## config.mk

```make
export PLATFORM = sky130hd
export DESIGN_NAME = fwd_hazard_unit_flat
export DESIGN_NICKNAME = d
export VERILOG_FILES = /design/src/rtl/fwd_hazard_unit_if.sv /design/src/rtl/fwd_hazard_unit.sv /design/src/flat_wrapper.sv
export SDC_FILE = /design/constraint.sdc
export NUM_CORES = 1
export LEC_CHECK = 0
export BUFFER_PORTS_ARGS = -buffer_cell sky130_fd_sc_hd__buf_2
export CORE_MARGIN = 1.5
export CORE_UTILIZATION = 45
export CTS_CLUSTER_SIZE = 12
export DETAILED_ROUTE_END_ITERATION = 10
export HOLD_SLACK_MARGIN = 0.03
export PLACE_DENSITY = 0.68
export SYNTH_ARGS = -nofsm -noshare
export SYNTH_HDL_FRONTEND = slang
export SYNTH_SLANG_ARGS = --single-unit
```

## constraint.sdc

```tcl
create_clock -name clk -period 4.2 [get_ports clk]
set_clock_uncertainty 0.05 [all_clocks]
set_input_delay 0.84 -clock clk [delete_from_list [all_inputs] [get_ports clk]]
set_output_delay 0.84 -clock clk [all_outputs]
set_load 0.01 [all_outputs]
```

## src/rtl/fwd_hazard_unit_if.sv

```systemverilog
// rtl/fwd_hazard_unit_if.sv - EX-stage operand/hazard bundle for fwd_hazard_unit
interface fwd_hazard_unit_if #(
  parameter int NSRC      = 2,
  parameter int REG_AW    = 5,
  parameter int FWD_DEPTH = 2,
  parameter int CNT_W     = 16,
  parameter int SELW      = $clog2(FWD_DEPTH + 1)
);
  logic                   ex_valid;
  logic [REG_AW-1:0]      ex_rd;
  logic                   ex_we;
  logic                   ex_load;
  logic [NSRC*REG_AW-1:0] ex_src;
  logic [NSRC-1:0]        ex_src_used;
  logic                   flush;
  logic [NSRC*SELW-1:0]   fwd_sel;
  logic                   stall;
  logic [CNT_W-1:0]       stall_cnt;

  modport master (
    output ex_valid, ex_rd, ex_we, ex_load, ex_src, ex_src_used, flush,
    input  fwd_sel, stall, stall_cnt
  );

  modport slave (
    input  ex_valid, ex_rd, ex_we, ex_load, ex_src, ex_src_used, flush,
    output fwd_sel, stall, stall_cnt
  );
endinterface

```

## src/rtl/fwd_hazard_unit.sv

```systemverilog
// rtl/fwd_hazard_unit.sv - forwarding select and load-use stall for the EX stage
module fwd_hazard_unit #(
  parameter int NSRC      = 2,
  parameter int REG_AW    = 5,
  parameter int FWD_DEPTH = 2,
  parameter int LOAD_LAT  = 1,
  parameter int CNT_W     = 16,
  parameter int SELW      = $clog2(FWD_DEPTH + 1)
) (
  input  logic             clk,
  input  logic             rst,
  fwd_hazard_unit_if.slave bus
);

  logic [FWD_DEPTH:1] r_valid;
  logic [FWD_DEPTH:1] r_we;
  logic [FWD_DEPTH:1] r_load;
  logic [REG_AW-1:0]  r_rd [1:FWD_DEPTH];
  logic [CNT_W-1:0]   r_stall_cnt;

  logic [NSRC*SELW-1:0] w_sel;
  logic [NSRC-1:0]      w_haz;
  logic                 w_stall;

  // Scan oldest to youngest so the youngest matching stage is the last write.
  always_comb begin
    w_sel = '0;
    w_haz = '0;
    for (int i = 0; i < NSRC; i++) begin
      for (int k = FWD_DEPTH; k >= 1; k--) begin
        if (r_valid[k] && r_we[k] && (r_rd[k] != '0) &&
            (r_rd[k] == bus.ex_src[i*REG_AW +: REG_AW]) && bus.ex_src_used[i]) begin
          w_sel[i*SELW +: SELW] = SELW'(k);
          w_haz[i]              = r_load[k] && (k <= LOAD_LAT);
        end
      end
    end
  end

  assign w_stall       = !rst && bus.ex_valid && !bus.flush && (|w_haz);
  assign bus.stall     = w_stall;
  assign bus.fwd_sel   = rst ? '0 : w_sel;
  assign bus.stall_cnt = r_stall_cnt;

  always_ff @(posedge clk) begin
    if (rst) begin
      r_valid     <= '0;
      r_stall_cnt <= '0;
    end else begin
      for (int k = FWD_DEPTH; k >= 2; k--) begin
        r_valid[k] <= r_valid[k-1];
        r_we[k]    <= r_we[k-1];
        r_load[k]  <= r_load[k-1];
        r_rd[k]    <= r_rd[k-1];
      end
      // A stalled or flushed EX instruction leaves a bubble behind it.
      r_valid[1] <= bus.ex_valid && !bus.flush && !w_stall;
      r_we[1]    <= bus.ex_we;
      r_load[1]  <= bus.ex_load;
      r_rd[1]    <= bus.ex_rd;
      if (w_stall && (r_stall_cnt != '1))
        r_stall_cnt <= r_stall_cnt + CNT_W'(1);
    end
  end

endmodule

```

## src/flat_wrapper.sv

```systemverilog
// flat-port wrapper written by rule: the top's interface ports become plain ports
module fwd_hazard_unit_flat 
#(
  parameter int NSRC      = 2,
  parameter int REG_AW    = 5,
  parameter int FWD_DEPTH = 2,
  parameter int LOAD_LAT  = 1,
  parameter int CNT_W     = 16,
  parameter int SELW      = $clog2(FWD_DEPTH + 1)
)
  (clk, rst, bus_ex_valid, bus_ex_rd, bus_ex_we, bus_ex_load, bus_ex_src, bus_ex_src_used, bus_flush, bus_fwd_sel, bus_stall, bus_stall_cnt);
  fwd_hazard_unit_if #(.NSRC(NSRC), .REG_AW(REG_AW), .FWD_DEPTH(FWD_DEPTH), .CNT_W(CNT_W), .SELW(SELW)) bus_i ();
  input  logic clk;
  input  logic rst;
  input wire logic [$bits(bus_i.ex_valid)-1:0] bus_ex_valid;
  input wire logic [$bits(bus_i.ex_rd)-1:0] bus_ex_rd;
  input wire logic [$bits(bus_i.ex_we)-1:0] bus_ex_we;
  input wire logic [$bits(bus_i.ex_load)-1:0] bus_ex_load;
  input wire logic [$bits(bus_i.ex_src)-1:0] bus_ex_src;
  input wire logic [$bits(bus_i.ex_src_used)-1:0] bus_ex_src_used;
  input wire logic [$bits(bus_i.flush)-1:0] bus_flush;
  output wire logic [$bits(bus_i.fwd_sel)-1:0] bus_fwd_sel;
  output wire logic [$bits(bus_i.stall)-1:0] bus_stall;
  output wire logic [$bits(bus_i.stall_cnt)-1:0] bus_stall_cnt;
  assign bus_i.ex_valid = bus_ex_valid;
  assign bus_i.ex_rd = bus_ex_rd;
  assign bus_i.ex_we = bus_ex_we;
  assign bus_i.ex_load = bus_ex_load;
  assign bus_i.ex_src = bus_ex_src;
  assign bus_i.ex_src_used = bus_ex_src_used;
  assign bus_i.flush = bus_flush;
  assign bus_fwd_sel = bus_i.fwd_sel;
  assign bus_stall = bus_i.stall;
  assign bus_stall_cnt = bus_i.stall_cnt;
  fwd_hazard_unit #(.NSRC(NSRC), .REG_AW(REG_AW), .FWD_DEPTH(FWD_DEPTH), .LOAD_LAT(LOAD_LAT), .CNT_W(CNT_W), .SELW(SELW)) u_core (.clk(clk), .rst(rst), .bus(bus_i));
endmodule
```

==> results of run 1 <==
## area by class of cell
class	count	area [um2]	share of cell area, %
clock buffers	6	51.3	2.68
clock inverters	2	35.0	1.83
inverters	2	7.51	0.393
multi-input cells	114	787	41.2
flip-flops and latches	31	751	39.3
well taps	46	57.6	3.01
repair buffers	44	223	11.6
## layer usage
| metal | up-vias | wire, um |
|---|---|---|
| met5 | - | 0 |
| met2 | 40 | 1770 |
| met4 | 0 | 57 |
| met1 | 636 | 1670 |
| met3 | 6 | 147 |
| li1 | 666 | - |
## worst min path at each step
stage	start	depth (start not counted)	slack (ns)	endpoint
2_1_floorplan	u_core.r_we[1]	0	0.38	u_core.r_we[2]
3_3_place_gp	u_core.r_valid[1]	1	0.41	u_core.r_valid[2]
3_5_place_dp	u_core.r_we[1]	0	0.41	u_core.r_we[2]
4_1_cts	u_core.r_valid[1]	1	0.43	u_core.r_valid[2]
5_1_grt	u_core.r_valid[1]	1	0.45	u_core.r_valid[2]
6_report	u_core.r_valid[1]	1	0.43	u_core.r_valid[2]
## critical path, cell delays in order
cell    delay, ns
buf_2        0.12
xor2_1       0.14
nor4_1       0.25
and3_1       0.41
and2_1       0.20
nor3_1       0.05
buf_2        0.14
## synth_stat cells, types with 3 or more instances
| master | instances |
|---|---|
| xor2_1 | 20 |
| dfxtp_1 | 18 |
| edfxtp_1 | 13 |
| and3_1 | 10 |
| nand3_1 | 9 |
| nand2_1 | 6 |
| nor2_1 | 6 |
| o211ai_1 | 6 |
| or4_1 | 6 |
| a21oi_1 | 5 |
| or3_1 | 5 |
| nand4_1 | 4 |
| nor4_1 | 4 |
| xnor2_1 | 4 |
| and2_1 | 3 |
| nor2b_1 | 3 |
| o2111ai_1 | 3 |
| o21ai_1 | 3 |
## layout by cell type, fill, tap and decap left out, types with 6 or more instances in the layout
master	netlist	layout
buf_2	0	43
xor2_1	20	20
dfxtp_1	18	18
edfxtp_1	13	13
and3_1	10	10
nand3_1	9	9
or4_1	6	6
nor2_1	6	6
o211ai_1	6	6
nand2_1	6	6
## registers in the layout, indices dropped and copies added, names as in the netlist
signal                flops
u_core.r_rd              10
u_core.r_load             1
u_core.r_we               2
u_core.r_valid            2
u_core.bus.stall_cnt     16
## stage by stage
stage	std cells	worst slack, ns
global route	245	1.04
CTS	245	1.15
global placement	237	1.21
detailed placement	237	1.15
finish	245	1.15
floorplan	152	1.39
## kinds of logic (layout without fill, tap and decap cells)
kind of cell	after synthesis	after routing
multiplexers	2	2
buffers and inverters	7	54
AO/OA/AOI/OAI	25	25
flip-flops	31	31
adder cells (fa/ha/maj)	1	1
AND/OR/NAND/NOR	62	62
XOR/XNOR	24	24
## power breakdown
part           switching (mW)  total [mW]  internal (mW)
registers              0.0112       0.337          0.326
clock network           0.103       0.243          0.141
logic                  0.0228      0.0438         0.0210
==> metrics.md, run 1 <==
| Metric | Value |
|---|---|
| Max Clk Rate | `0.328 GHz` |
| Grt met3 use | `4.35%` |
| Met2 usage | `32.9%` |
| Clock latency on the worst-skew pair | `0.33 ns` |
| Startpoint types | `input pin` |
| Synth top area share | `24.7%` |
| Antenna cells | `0` |
| Leakage | `0.815 nW` |
| Hold WS | `0.434 ns` |
| Routability congestion estimate | `~0.9` |
| Die X | `62.2 um` |
| Initial antenna violation count | `0` |
| Final setup viols | `0` |
| Status | `complete, no violations` |
| Worst R2R Setup Slack | `1.86 ns` |
| Crit path time final | `3.05 ns` |
| Yosys warns | `0` |
| Post-detail-place hpwl | `between 2000 and 3000 um` |
| R2R depth | `6` |
| Routed len/inst | `approximately 15 um` |
| Reg2reg end | `u_core.bus.stall_cnt[11]` |
| Critical Path RT | `3.31 ns` |
| Synth Area in XOR/XNOR | `13.3%` |
| Pwr dens | `about 330 mW/mm2` |
| Post-Synthesis Cells | `152` |
| Post-layout instance area | `0.00191 mm2` |
| I/O Pins | `44` |
| Gr busiest metal | `met2` |
| Root Buffer | `clkbuf_4` |
| Met1 global-route usage | `24.2%` |
| Critical Path End | `bus_fwd_sel[3]` |
| Residual DRC | `0` |
| Fill count | `339` |
| Reg-to-reg startpoint | `u_core.r_rd[1][2]` |
| Vias in the first global route | `1308` |
| Syn_nets | `~180` |
| Post-Synth Simple-Gate Area | `a little under a quarter` |
| Top post-synthesis cells by area | `edfxtp_1, dfxtp_1, xor2_1` |
| Worst Max-Slew Pin Slew | `roughly 0.43 ns` |
| Synth Area in Compound Gates | `11.6%` |
| GR Util All Layers | `19.4%` |
| Clk sink count | `31` |
| Fin nets | `around 220` |
| Starting Density | `a little under half` |
| Htree depth | `2` |
| VDD IR-drop max | `0.197 mV` |
| Longest Clk Path Bufs | `2` |
| Largest family of logic cells by synthesized area | `simple AND/OR/NAND/NOR gates` |
| Fin util | `56.8%` |
| CTS clk-pin slew, worst paths | `0.09 ns` |
| Syn Area/Cell | `~10 um2` |
| First-pass GRT wire length | `just under 6000 um` |
| Via-per-instance ratio | `~5.5` |
| Final Power | `624 uW` |
| Register bit count reported by yosys | `31` |
| Critical path startpoint | `bus_ex_src[7]` |
| Number of synthesized flops with an enable pin | `13` |
| Max cap viols | `0` |
| Final slew viol count | `0` |
| # hold bufs at CTS | `0` |
| Unrepaired setup endpoints after global routing | `no` |
| Asr flop ratio synth | `0%` |
| Post-synthesis sequential area ratio | `47.5%` |
| Grt ovf | `0` |
| CTS resizes | `0` |
| Core box area | `0.00336 mm2` |
| Cell variety after synth | `37` |
| Ys flop type | `dfxtp_1` |
| Kind of critical path | `in -> out` |
| Cell Area, Placed | `0.00183 mm2` |
| CP Data Arrival Time | `2.16 ns` |
| HP Class | `reg -> reg` |
| Chip height | `a little over 60 um` |
| Setup TNS | `0 ns` |
| Number of CTS-inserted buffers | `5` |
| Pin count of the biggest net entering global routing | `20` |
| Crit path max fanout | `7` |
| Post-CTS Setup Bufs | `0` |
| Num rows | `21` |
| Yosys top cell by area | `edfxtp_1` |
| Mapped Area | `0.00158 mm2` |
| Hold Vio Cnt, Final | `0` |
| Drt first-iter violations | `67` |
| Total Wirelength | `3640 um` |
| Final period util | `72.7%` |
| Rel. slew slack | `71.1%` |
| TritonCTS clock tree | `done` |
| DR vias | `~1300` |
| Proportion of layout cells with a drive suffix above 1 | `27.6%` |
| DIE AREA | `0.00387 mm2` |
| Post-synthesis adder-cell area fraction | `0.792%` |
| ANT nets after route | `0` |
| PortBufs | `43` |
| Post-synthesis mux area share | `1.35%` |
| Area grow syn2layout | `21.1%` |
| Critical Path End Type | `output pin` |
| Drt pass-1 iters | `4` |
(Power assumes the default switching activity.)
==> inputs of run 2 (changes only) <==
==> constraint.sdc (replaced) <==
create_clock -name clk -period 3.09 [get_ports clk]
set_clock_uncertainty 0.05 [all_clocks]
set_input_delay 0.618 -clock clk [delete_from_list [all_inputs] [get_ports clk]]
set_output_delay 0.618 -clock clk [all_outputs]
set_load 0.01 [all_outputs]
==> metrics.md, run 2 (synthesized netlist as in run 1, its figures left out) <==
| Metric | Value |
|---|---|
| Max Clk Rate | `0.360 GHz` |
| Routability congestion estimate | `0.977` |
| Post-detail-place hpwl | `2760 um` |
| Hold Vio Cnt, Final | `0` |
| Commonest non-fill, non-tap cell in the layout | `buf_2` |
| Clk sink count | `31` |
| CTS clk-pin slew, worst paths | `0.09 ns` |
| Max FFs per register | `16` |
| Setup TNS | `0 ns` |
| PortBufs | `between 40 and 50` |
| Area grow syn2layout | `19.0%` |
| Antenna cells | `0` |
| Rel. slew slack | `71.4%` |
| Total Wirelength | `3640 um` |
| Max cap viols | `0` |
| Via-per-instance ratio | `5.55` |
| Core box area | `0.00336 mm2` |
| HP Class | `in -> reg` |
| Worst Max-Slew Pin Slew | `0.427 ns` |
| Most frequent cells in the layout | `buf_2, xor2_1, dfxtp_1` |
| Crit path max fanout | `5` |
| Clock latency on the worst-skew pair | `0.32 ns` |
| First-pass GRT wire length | `~6300 um` |
| Vias in the first global route | `1354` |
| Routed len/inst | `14.9 um` |
| Critical Path RT | `2.42 ns` |
| Leakage | `0.800 nW` |
| Hold WS | `0.417 ns` |
| TritonCTS clock tree | `done` |
| Die X | `between 60 and 70 um` |
| Crit path time final | `2.78 ns` |
| Startpoint types | `register` |
| DR vias | `1360` |
| Pwr dens | `between 300 and 400 mW/mm2` |
| DIE AREA | `0.00387 mm2` |
| Fin nets | `about 220` |
| Root Buffer | `clkbuf_4` |
| Drt pass-1 iters | `4` |
| Kind of critical path | `reg -> out` |
| Number of CTS-inserted buffers | `5` |
| Final setup viols | `0` |
| Final slew viol count | `0` |
| CP Data Arrival Time | `between 2 and 2.5 ns` |
| Num rows | `21` |
| Unrepaired setup endpoints after global routing | `no` |
| Critical Path End Type | `output pin` |
| Grt ovf | `0` |
| Post-route insts no fill | `245` |
| Initial antenna violation count | `0` |
| Starting Density | `a little under half` |
| Status | `complete, no violations` |
| Final period util | `about nine tenths` |
| Chip height | `62.2 um` |
| Longest Clk Path Bufs | `2` |
| I/O Pins | `44` |
| ANT nets after route | `0` |
| VDD IR-drop max | `~0.22 mV` |
| Pin count of the biggest net entering global routing | `17` |
| Proportion of layout cells with a drive suffix above 1 | `27.1%` |
| Residual DRC | `0` |
| # hold bufs at CTS | `0` |
| Post-CTS Setup Bufs | `0` |
| Drt first-iter violations | `39` |
| Inst Count DP | `roughly 240` |
| GR Util All Layers | `between 20% and 30%` |
| Htree depth | `2` |
| CTS resizes | `0` |
## run 2: cell count changes in the layout (fill, tap and decap cells not counted)
cell       delta
buf_4         +1
bufinv_16     -1
clkbuf_8      -1
clkinv_1      +1
## run 2: area by class of cell
class | count | area, um2
clock buffer | 5 | 37.5
clock inverter | 2 | 8.76
fill | 328 | 1480
inverter | 2 | 7.51
multi-input combinational | 114 | 787
sequential | 31 | 751
tap | 46 | 57.6
timing repair buffer | 45 | 230
## run 2: critical path, stage by stage (launching register included)
cell,delay [ns]
edfxtp_1,0.47
or3_1,0.40
o311a_1,0.35
and2_1,0.20
nor3_1,0.21
buf_2,0.17
## run 2: through the flow
| stage | setup WS (ns) | cell area (um2) | util [%] | power [mW] |
|---|---|---|---|---|
| floorplan | 0.727 | 1580 | - | 0.496 |
| global placement | 0.557 | 1830 | 54.5 | 0.525 |
| detailed placement | 0.462 | 1830 | 54.5 | 0.528 |
| CTS | 0.302 | 1880 | 55.9 | 0.737 |
| global route | 0.123 | 1880 | 55.9 | 0.764 |
| finish | 0.311 | 1880 | 55.9 | 0.725 |
## run 2: per-layer routing
metal | vias up | global-route usage [%] | routed length (um)
met5 | - | 0 | 0
met3 | 13 | 5.25 | 200
met4 | 0 | 9.17 | 104
met2 | 52 | 33.8 | 1760
li1 | 669 | - | -
met1 | 626 | 25.1 | 1570
## run 2: final timing paths
path / startpoint / end / slack [ns] / depth (start not counted)
worst max-delay path: u_core.r_rd[1][1] / bus_fwd_sel[3] / 0.31 / 5
worst min-delay path: bus_ex_rd[3] / u_core.r_rd[1][3] / 0.42 / 1
worst max register to register: u_core.r_rd[1][2] / u_core.bus.stall_cnt[11] / 0.76 / 6
worst min register to register: u_core.r_valid[1] / u_core.r_valid[2] / 0.42 / 1
## run 2: where the power goes
| group | internal (mW) | switching [mW] | total (mW) |
|---|---|---|---|
| clock network | 0.0804 | 0.127 | 0.207 |
| registers | 0.442 | 0.0151 | 0.458 |
| logic | 0.0293 | 0.0310 | 0.0604 |
==> inputs of run 3 (changes only) <==
--- a/config.mk
+++ b/config.mk
@@ -5,13 +5,13 @@
 export SDC_FILE = /design/constraint.sdc
 export NUM_CORES = 1
 export LEC_CHECK = 0
-export BUFFER_PORTS_ARGS = -buffer_cell sky130_fd_sc_hd__buf_2
 export CORE_MARGIN = 1.5
 export CORE_UTILIZATION = 45
 export CTS_CLUSTER_SIZE = 12
 export DETAILED_ROUTE_END_ITERATION = 10
+export DONT_BUFFER_PORTS = 1
 export HOLD_SLACK_MARGIN = 0.03
-export PLACE_DENSITY = 0.68
+export PLACE_DENSITY = 0.58
 export SYNTH_ARGS = -nofsm -noshare
 export SYNTH_HDL_FRONTEND = slang
 export SYNTH_SLANG_ARGS = --single-unit
==> metrics.md, run 3 (synthesized netlist as in run 1, its figures left out) <==
| Metric | Value |
|---|---|
| Dpl ws | `0.687 ns` |
| Pin count of the biggest net entering global routing | `20` |
| Fin util | `approximately half` |
| Rel. slew slack | `69.2%` |
| PortBufs | `0` |
| Post-CTS Setup Bufs | `0` |
| Via-per-instance ratio | `between 5 and 6` |
| Final Worst Setup Slack | `0.330 ns` |
| Area grow syn2layout | `5.15%` |
| Status | `complete, no violations` |
| Max cap viols | `0` |
| First-pass GRT wire length | `5820 um` |
| Clock latency on the worst-skew pair | `0.33 ns` |
| Grt ovf | `0` |
| Most frequent cells in the layout | `xor2_1, dfxtp_1, edfxtp_1` |
| CTS resizes | `0` |
| Final period util | `89.3%` |
| Longest Clk Path Bufs | `2` |
| Inst Count DP | `194` |
| HP Class | `in -> reg` |
| Clk sink count | `31` |
| Critical Path RT | `2.42 ns` |
| Core box area | `between 0.003 and 0.004 mm2` |
| Htree depth | `2` |
| Max Clk Rate | `0.362 GHz` |
| Antenna cells | `0` |
| Critical path startpoint | `u_core.r_rd[1][1]` |
| Chip height | `about 62 um` |
| Post-route insts no fill | `roughly 200` |
| DIE AREA | `0.00387 mm2` |
| Proportion of layout cells with a drive suffix above 1 | `6.41%` |
| # hold bufs at CTS | `0` |
| Residual DRC | `0` |
| Post-detail-place hpwl | `2500 um` |
| CP Data Arrival Time | `2.09 ns` |
| Max FFs per register | `16` |
| Hold path startpoint | `rst` |
| Starting Density | `between 40% and 50%` |
| GR Util All Layers | `19.2%` |
| DR vias | `1189` |
| Drt pass-1 iters | `4` |
| Final slew viol count | `0` |
| Commonest non-fill, non-tap cell in the layout | `xor2_1` |
| Routability congestion estimate | `0.756` |
| Worst Max-Slew Pin Slew | `0.459 ns` |
| Total Wirelength | `3440 um` |
| Initial antenna violation count | `0` |
| Crit path max fanout | `5` |
| Unrepaired setup endpoints after global routing | `no` |
| Reg-to-reg startpoint | `u_core.r_rd[1][2]` |
| Setup TNS | `0 ns` |
| Vias in the first global route | `1197` |
| Critical Path End Type | `output pin` |
| Die X | `62.2 um` |
| Post-layout instance area | `0.00166 mm2` |
| Fin nets | `about 180` |
| Startpoint types | `register` |
| Hold Vio Cnt, Final | `0` |
| Crit path time final | `2.76 ns` |
| Final Power | `716 uW` |
| TritonCTS clock tree | `done` |
| Pwr dens | `431 mW/mm2` |
| VDD IR-drop max | `0.208 mV` |
| Hold WS | `approximately 0.30 ns` |
| Root Buffer | `clkbuf_4` |
| Cell Area, Placed | `0.00161 mm2` |
| CTS clk-pin slew, worst paths | `0.10 ns` |
| I/O Pins | `44` |
| Kind of critical path | `reg -> out` |
| Final setup viols | `0` |
| Leakage | `0.592 nW` |
| ANT nets after route | `0` |
| Num rows | `21` |
| Drt first-iter violations | `30` |
| Number of CTS-inserted buffers | `5` |
| Routed len/inst | `between 15 and 20 um` |
[run 3: cell types whose count changed in the layout (fill, tap and decap cells not counted), sizes merged]
cell | before | now
clkinv | 3 | 2
buf | 45 | 1
clkbuf | 5 | 7
[run 3: final timing paths]
check	to	slack [ns]	cells past startpoint
hold reg to reg	u_core.r_valid[2]	0.42	1
setup / recovery	bus_fwd_sel[3]	0.33	4
setup reg to reg	u_core.bus.stall_cnt[11]	0.76	6
hold / removal	u_core.bus.stall_cnt[2]	0.30	1
[run 3: critical path: stages (launching register included)]
cell and delay, ns:
edfxtp_1 0.47, or3_1 0.39, o311a_1 0.35, and2_1 0.20, nor3_1 0.36
[run 3: per-layer routing]
metal	vias to the layer above	global-route usage [%]	wire length, um
met4	0	8.33	76
met5	-	0	0
met2	39	32.9	1720
li1	579	-	-
met3	9	7.61	244
met1	562	21.1	1400
[run 3: area by class of cell]
type,instances,area [um2]
clock inverter,1,5.00
multi-input combinational,114,787
inverter,2,7.51
sequential,31,751
tap,46,57.6
clock buffer,7,45.0
fill,352,1700
timing repair buffer,1,7.51
[run 3: power breakdown]
group	total, mW	switching (mW)	internal [mW]
clock	0.222	0.133	0.0885
sequential	0.458	0.0151	0.443
combinational	0.0362	0.0172	0.0191
total	0.716	0.166	0.550
